**config.mk**
```make
export PLATFORM = sky130hd
export DESIGN_NAME = timer_top
export DESIGN_NICKNAME = d
export VERILOG_FILES = /design/src/rtl/timer_top.sv
export SDC_FILE = /design/constraint.sdc
export NUM_CORES = 1
export LEC_CHECK = 0
export CAP_MARGIN = 0
export CELL_PAD_IN_SITES_DETAIL_PLACEMENT = 1
export CELL_PAD_IN_SITES_GLOBAL_PLACEMENT = 2
export CORE_UTILIZATION = 27
export DETAILED_ROUTE_END_ITERATION = 6
export PLACE_DENSITY_LB_ADDON = 0.05
export SYNTH_ARGS = -nofsm -noshare
export SYNTH_HDL_FRONTEND = slang
export SYNTH_SLANG_ARGS = --single-unit
```
**constraint.sdc**
```tcl
create_clock -name clk -period 1.17 [get_ports clk]
set_input_delay 0.234 -clock clk [delete_from_list [all_inputs] [get_ports clk]]
set_output_delay 0.234 -clock clk [all_outputs]
set_load 0.02 [all_outputs]
```
**src/rtl/timer_top.sv**
```systemverilog
// Pixel timing base: divides clk by DIV into a registered pixel_clk and counts
// pixel ticks 0..ROLLOVER-1, pulsing flag for one clk on each wrap.
`timescale 1ns/1ps

module timer_top #(
    parameter int DIV      = 6,
    parameter int ROLLOVER = 800
) (
    input  logic       clk,
    input  logic       n_rst,
    input  logic       s_rst,
    input  logic       enable,
    output logic       flag,
    output logic [9:0] countout,
    output logic       pixel_clk
);

    localparam int PW = (DIV > 1) ? $clog2(DIV) : 1;
    localparam logic [PW-1:0] LAST_PRE = PW'(DIV - 1);
    localparam logic [PW-1:0] HALF_PRE = PW'(DIV / 2);
    localparam logic [9:0]    LAST_CNT = 10'(ROLLOVER - 1);

    logic [PW-1:0] pre_cnt_q, pre_cnt_d;
    logic [9:0]    count_q, count_d;
    logic          flag_q, flag_d;
    logic          pixel_clk_q, pixel_clk_d;
    logic [PW-1:0] pre_nxt;
    logic          tick;

    always_comb begin
        pre_nxt     = (pre_cnt_q == LAST_PRE) ? '0 : pre_cnt_q + 1'b1;
        tick        = enable && (pre_cnt_q == LAST_PRE);
        pre_cnt_d   = pre_cnt_q;
        count_d     = count_q;
        pixel_clk_d = pixel_clk_q;
        flag_d      = 1'b0;
        if (s_rst) begin
            pre_cnt_d   = '0;
            count_d     = '0;
            pixel_clk_d = 1'b0;
        end else if (enable) begin
            pre_cnt_d   = pre_nxt;
            pixel_clk_d = (pre_nxt >= HALF_PRE);
            if (tick) begin
                // Exact compare also covers ROLLOVER=1024, where LAST_CNT is all ones.
                if (count_q == LAST_CNT) begin
                    count_d = '0;
                    flag_d  = 1'b1;
                end else begin
                    count_d = count_q + 10'd1;
                end
            end
        end
    end

    always_ff @(posedge clk or negedge n_rst) begin
        if (!n_rst) begin
            pre_cnt_q   <= '0;
            count_q     <= '0;
            flag_q      <= 1'b0;
            pixel_clk_q <= 1'b0;
        end else begin
            pre_cnt_q   <= pre_cnt_d;
            count_q     <= count_d;
            flag_q      <= flag_d;
            pixel_clk_q <= pixel_clk_d;
        end
    end

    assign flag      = flag_q;
    assign countout  = count_q;
    assign pixel_clk = pixel_clk_q;

endmodule

```
### Word level (Yosys, flattened, before mapping)

Cells that the tools add are included.
W data, S select, Z words.

* $lt $le $gt $ge: 1
* reductions and logical operators: 4
* equal/unequal tests: 2
* add/subtract/negate cells: 2
* multiplexer cells: 13

Operators with widths (count)
* $mux W10: 4
* $add A10 B1 Y10 const B: 1
* $eq A10 B10 Y1 const B: 1
* $mux W3: 3
* $mux W1: 6
* $reduce_bool A2 Y1: 2
* $add A3 B1 Y3 const B: 1
* $eq A3 B3 Y1 const B: 1
* $ge A3 B2 Y1 const B: 1
* $reduce_and A2 Y1: 1
* $logic_and A1 B1 Y1: 1

* logic and storage cells: 26
* register bits: 15
* output and inout bits: 12
* bits of input ports: 4

### Longest topological paths before layout

Gate-level depths: netlist (run 1).

* word-level depth: 5
* gate-level depth with buffers: 5

### Worst setup path before layout (run 1)

Ideal clock, no wire load.

* path type: register to register
* from: register count_q[0] (netlist: countout[0])
* to: register count_q[3] (netlist: countout[3])
* slack: -0.195 ns
* stages on the path, launching flop included: 6
* buffers on the path: 0
* required time: 1.034 ns
* clock period less this slack: 1.365 ns
* library setup time: 0.136 ns
* arrival: 1.229 ns
* cell sequence: dfrtp_1 -> ha_1 -> and3_1 -> nand2_2 -> o211ai_1 -> a21oi_1

* longest elaborated chain between the ends: 5
* elaborated cells on any way between the ends: 6
* classes of those cells: add/sub: 1; eq/ne: 1; mux: 4

RTL lines
* from (decl): line 24 `logic [9:0] count_q, count_d;`
* from (signal assigned): line 64 `count_q <= count_d;`
* $add A10 B1 Y10 / $eq A10 B10 Y1 (equally long branches): line 50, 46
* $mux W10 *: line 46 `if (count_q == LAST_CNT) begin`
* $mux W10 *: line 44 `if (tick) begin`
* $mux W10 *: line 41 `end else if (enable) begin`
* $mux W10 *: line 37 `if (s_rst) begin`

Mark *: on every way between the ends. The rest lies on a longest branch, timed or not. The select of a mux whose other input is x is not followed.
A chain may end at the register's enable or synchronous reset.

### Worst setup path after layout (run 1)

* from: register pre_cnt_q[1]
* to: register count_q[3] (netlist: countout[3])

* longest elaborated chain between the ends: 4

RTL lines
* from (decl): line 23 `logic [PW-1:0] pre_cnt_q, pre_cnt_d;`
* from (signal assigned): line 63 `pre_cnt_q <= pre_cnt_d;`
* $eq A3 B3 Y1: line 32 `tick = enable && (pre_cnt_q == LAST_PRE);`
* $logic_and A1 B1 Y1: line 32
* $reduce_bool A2 Y1 (no line)
* $reduce_and A2 Y1 (no line)

Every way passes these cells.

==> impl_metrics.csv, run 1 <==
group,metric,value,unit
run_status,status,"complete, but fails checks",
run_status,violations,"negative setup slack",
global_routing,grt_max_degree,16,
die,start_util,28.4,%
sta,grt_setup_unrepaired,"yes",
synth,syn_area,783,um^2
sta,skew,0.00469,ns
cts,cts_buffers,3,
synth,syn-num-nets,80,
detailed_routing,drt-initial-drc-count,21,
cts,cts.path.max_buffers,2,
pwr,p_per_area,789,nW/um^2
critical_path,cp-start-kind,"flop",
pwr,p_leak,0.588,nW
detailed_routing,wl_per_cell,14.2,um
global_routing,overflow,0,
sta,max_slew_margin,84.4,%
pwr,power.net_switching,0.225,mW
critical_path,worstPathRequired,1.38,ns
detailed_routing,postRouteAntennaNets,0,
synth,syn_inst,75,
cells_and_area,fillers,315,
detailed_routing,vias,716,
placement,hpwl,1500,um
sta,fmax,746,MHz
placement,port_buffers,15,
pwr,ir_worst_vdd,0.000411,V
critical_path,path_class,"reg -> reg",
pwr,switching_share,24.4,%
sta,finalSetupViolCount,11,
global_routing,grt_pass1_wl,3530,um
pwr,p_seq_share,57.7,%
cells_and_area,antennaDiodeCount,0,
pwr,pwr-share-comb,8.8,%
pwr,intPower,0.696,mW
cts,h-tree-depth,1,
synth,ys_seq_area_share,47.9,%
cells_and_area,utilization,42.3,%
synth,postSynth.asyncResetShare,100,%
synth,synth_ff_type,"dfrtp_1",
synth,ys_warn_count,0,
pwr,clockPowerShare,33.5,%
synth,synth_edf_count,0,
die,pin_count,16,
global_routing,grt_antenna_before_repair,0,
critical_path,cp.arrival,1.55,ns
placement,place_congestion,0.711,
cells_and_area,syn2layout_area_growth,48.9,%
die,fp.dieW,55.9,um
placement,pre_cts_slack,-0.475,ns
cells_and_area,layout-drive-gt1-share,48.7,%
cts,cts_tree,"yes",
critical_path,crit_path_end_kind,"flop",
global_routing,grt_pass1_vias,711,
die,die_area,3120,um^2
sta,period_share,115,%
synth,syn_avg_cell_area,10.4,um^2
detailed_routing,drc,0,
sta,timing.final.hold_violations,0,
die,fp.dieH,55.9,um
detailed_routing,drt-total-wl,2110,um
worst_hold_path,hold_class,"in -> async",
synth,synth_seq_cells,15,
sta,setup_slack,-0.170,ns
detailed_routing,first_pass_iters,4,
global_routing,grt_use_total,14.8,%
cts,cts_sinks,15,
sta,drv_slew,0,
cts,clock_latency,0.28,ns
cells_and_area,nets,123,
detailed_routing,viasPerCell,4.84,
sta,period_needed,1.34,ns
die,row_count,19,
job,maxCapViolCount,0,
cts,clk_pin_slew,0.10,ns
critical_path,crit_fanout,6,
die,coreArea,2760,um^2
synth,yosysUniqueCellTypes,29,
sta,worstMarginPinSlew,0.234,ns
cts,cts-root-buf,"clkbuf_4",
## cells by family after synthesis
logic type,Yosys count,share of synthesized area [%]
flops,15,47.9
xor+xnor,7,7.83
mux,2,2.56
compound gates,12,10.4
fa+ha+maj,1,1.60
simple gates,35,27.3
buf+inv,3,2.40
## power by group through the flow
stage / combinational, mW / sequential, mW / clock, mW
final: 0.0813 / 0.531 / 0.308
after global routing: 0.0908 / 0.532 / 0.347
after CTS: 0.0835 / 0.531 / 0.324
after detailed placement: 0.0844 / 0.541 / 0
after global placement: 0.0842 / 0.540 / 0
after floorplan: 0.0297 / 0.544 / 0
## sequential cells by signal, indices dropped and copies added, names as in the netlist
| signal | flops |
|---|---|
| countout | 10 |
| pre_cnt_q | 3 |
| flag | 1 |
| pixel_clk | 1 |
## synthesized netlist by cell type (2+ instances only)
master    number  area share, %
a21oi_1        7            4.5
and4_1         2            2.2
clkbuf_1       2           0.96
nor2_1         9            4.3
mux2i_1        2            2.6
nor3_1         2            1.3
nand2_1        3            1.4
nand4_1        2            1.6
dfrtp_1       15             48
nor2b_1        3            2.4
nand3_1        2            1.3
and3_1         2            1.6
o211ai_2       2            3.2
nor3_2         2            2.6
xor2_1         6            6.7
## layout make-up
cell class	count	area, um^2	area share (%)
clock buffers	4	26.3	2.25
flip-flops and latches	15	383	32.8
multi-input cells	57	420	36.1
well taps	31	38.8	3.33
repair buffers	41	298	25.5
## path summary, 6_finish.rpt
check,from,endpoint,slack (ns),depth (start not counted)
max in group asynchronous,n_rst,countout[4],0.71,2
hold reg to reg,pixel_clk,pixel_clk,0.54,2
min in group clk,pixel_clk,pixel_clk,0.54,2
setup / recovery,pre_cnt_q[1],countout[3],-0.17,4
hold / removal,n_rst,flag,0.26,2
setup reg to reg,pre_cnt_q[1],countout[3],-0.17,4
## repair_timing
action,CTS,global route
pin swaps,8,4
endpoints found under the setup margin,22,15
buffers inserted,3,3
gates cloned,0,0
resized for setup,49,1
hold buffers,0,0
## placed cells by master (no fill, tap or decap), drive strengths merged
cell and instances:
a21oi 7, and3 2, and4 2, and4b 1, and4bb 1, buf 38
clkbuf 4, clkdlybuf4s50 3, dfrtp 15, ha 1, mux2i 2, nand2 4
nand2b 1, nand3 2, nand4 2, nand4b 1, nor2 10, nor2b 3
nor3 4, nor3b 1, o2111ai 1, o211ai 3, o21ai 1, or2 1
xnor2 1, xor2 6
## per-stage QoR
step	hold slack (ns)	setup TNS [ns]	power [mW]	instances	area, um^2
final	0.256	-1.22	0.920	148	1170
after global routing	0.268	-2.09	0.970	148	1170
after CTS	0.263	-1.20	0.939	145	1140
after detailed placement	0.517	-5.14	0.625	138	1130
after global placement	0.514	-4.77	0.624	138	1130
after floorplan	-0.0616	-0.558	0.574	75	813
## routing by layer
metal  vias to the layer above  track usage, %  share of wire, %
met5                         -               0                 0
met1                       349            19.8                47
li1                        352               -                 -
met4                         0            6.27              0.85
met3                         2            2.33               3.4
met2                        13            23.8                48
## critical path, cell delays in order, from the launching register on
cell	delay [ns]
dfrtp_1	0.39
and4b_4	0.41
nand4_1	0.12
or2_0	0.21
a21oi_1	0.13
No activity file was read; power rests on OpenSTA's default activity.
==> inputs of run 2 (changes only) <==
SLEW_MARGIN = 5   (was not set)
clock period = 1.1 ns   (was 1.17 ns; I/O delays follow)
==> run 2 against run 1 <==
Against the previous run: the run still ends with negative setup slack left; combinational power grew 7.9%; largest power group unchanged; sequential share of layout area shrank 2.7 points; first-iteration DRC count shrank 95%; critical endpoint is now countout[6]; fmax shrank 1.5%.
==> impl_metrics.csv, run 2 (synthesized netlist as in run 1, its figures left out) <==
group,metric,value,unit
pwr,ir_worst_vdd,0.000578,V
sta,final.setup.tns,-2.37,ns
die,coreArea,2760,um^2
sta,period_share,124,%
sta,setup_slack,-0.260,ns
cts,clock_latency,0.29,ns
cts,cts.path.max_buffers,2,
critical_path,rr_endpoint,"countout[6]",
run_status,violations,"negative setup slack",
cts,clk_pin_slew,0.10,ns
sta,grt_setup_unrepaired,"yes",
global_routing,grt_pass1_vias,723,
die,fp.dieW,55.9,um
detailed_routing,postRouteAntennaNets,0,
cells_and_area,syn2layout_area_growth,62.5,%
cts,postCtsHoldBufs,0,
critical_path,cp.arrival,1.54,ns
global_routing,grt_use_total,15.3,%
sta,max_slew_margin,84.7,%
cts,cts_sinks,15,
die,row_count,19,
critical_path,path_buf_inv,1,
critical_path,r2r_setup_slack,-0.26,ns
placement,place_congestion,0.710,
detailed_routing,drc,0,
cells_and_area,antennaDiodeCount,0,
placement,port_buffers,15,
critical_path,max_stage_delay,0.40,ns
critical_path,startpoint,"pre_cnt_q[1]",
pwr,p_leak,0.617,nW
cells_and_area,largest_reg_flops,10,
sta,drv_slew,0,
cts,cts-root-buf,"clkbuf_4",
die,pin_count,16,
detailed_routing,vias,735,
cts,h-tree-depth,1,
critical_path,crit_fanout,7,
cts,cts_tree,"yes",
cells_and_area,nets,128,
cells_and_area,final_common_cell,"buf_4",
critical_path,critPathSlowestCell,"and4b_4",
critical_path,cp_cell_sequence,"and4b_4 > buf_4 > nand4_1 > xor2_1 > nor2_1",
cells_and_area,layout-drive-gt1-share,55.7,%
sta,period_needed,1.36,ns
detailed_routing,first_pass_iters,3,
critical_path,worstPathRequired,1.28,ns
die,die_area,3120,um^2
sta,finalSetupViolCount,17,
critical_path,reg2regPathDepth,5,
die,start_util,28.4,%
sta,skew,0.00286,ns
global_routing,grt_antenna_before_repair,0,
pwr,p_per_area,777,nW/um^2
placement,hpwl,1460,um
worst_hold_path,hold_class,"in -> async",
run_status,status,"complete, but fails checks",
critical_path,critical_path.top_delay_family,"simple AND/OR/NAND/NOR gates",
sta,fmax,735,MHz
detailed_routing,viasPerCell,4.80,
detailed_routing,drt-initial-drc-count,1,
job,maxCapViolCount,0,
sta,worstMarginPinSlew,0.229,ns
critical_path,path_class,"reg -> reg",
critical_path,reg2reg_from,"pre_cnt_q[1]",
critical_path,crit_path_end_kind,"flop",
detailed_routing,drt-total-wl,2260,um
pwr,power,0.988,mW
sta,timing.final.hold_violations,0,
critical_path,cp-start-kind,"flop",
detailed_routing,wl_per_cell,14.8,um
die,fp.dieH,55.9,um
global_routing,grt_max_degree,16,
global_routing,grt_pass1_wl,3630,um
placement,pre_cts_slack,-0.522,ns
cts,cts_buffers,3,
cells_and_area,final_cell_mix,"29 x buf_4, 11 x buf_6, 9 x nor2_1, 9 x dfrtp_1",
global_routing,overflow,0,
==> run 2: area by class of cell <==
class	count	area, um^2
Tap cell	31	38.8
Fill cell	312	1490
Multi-Input combinational cell	57	438
Timing Repair Buffer	46	387
Sequential cell	15	383
Clock buffer	4	26.3
==> run 2: stage by stage <==
step,cells,utilization [%],cell area (um^2),hold slack [ns]
6_report,153,46.1,1270,0.234
5_1_grt,153,46.1,1270,0.245
4_1_cts,145,42.1,1160,0.236
3_5_place_dp,137,40.8,1130,0.516
3_3_place_gp,137,40.8,1130,0.513
2_1_floorplan,75,-,813,-0.0756
==> run 2: what timing repair did <==
action	CTS	global route
setup buffers	4	8
resized for setup	60	17
pin swaps	8	4
endpoints found under the setup margin	23	22
==> run 2: worst max path at each step <==
stage          cells past startpoint           to
3_3_place_gp                       5  countout[3]
6_report                           5  countout[6]
3_5_place_dp                       5  countout[3]
5_1_grt                            5  countout[6]
2_1_floorplan                      5  countout[5]
4_1_cts                            4  countout[9]
==> run 2: report_power, final <==
part           switching, mW  total, mW  internal [mW]
Sequential           0.00495      0.564          0.559
Clock                  0.195      0.337          0.141
Combinational         0.0471     0.0877         0.0406
==> run 2: per-layer routing <==
metal | wire length (um) | track usage (%) | up-vias
met2 | 1100 | 23.9 | 13
li1 | - | - | 358
met5 | 0 | 0 | -
met1 | 1070 | 20.8 | 360
met3 | 61 | 2.09 | 4
met4 | 33 | 7.32 | 0
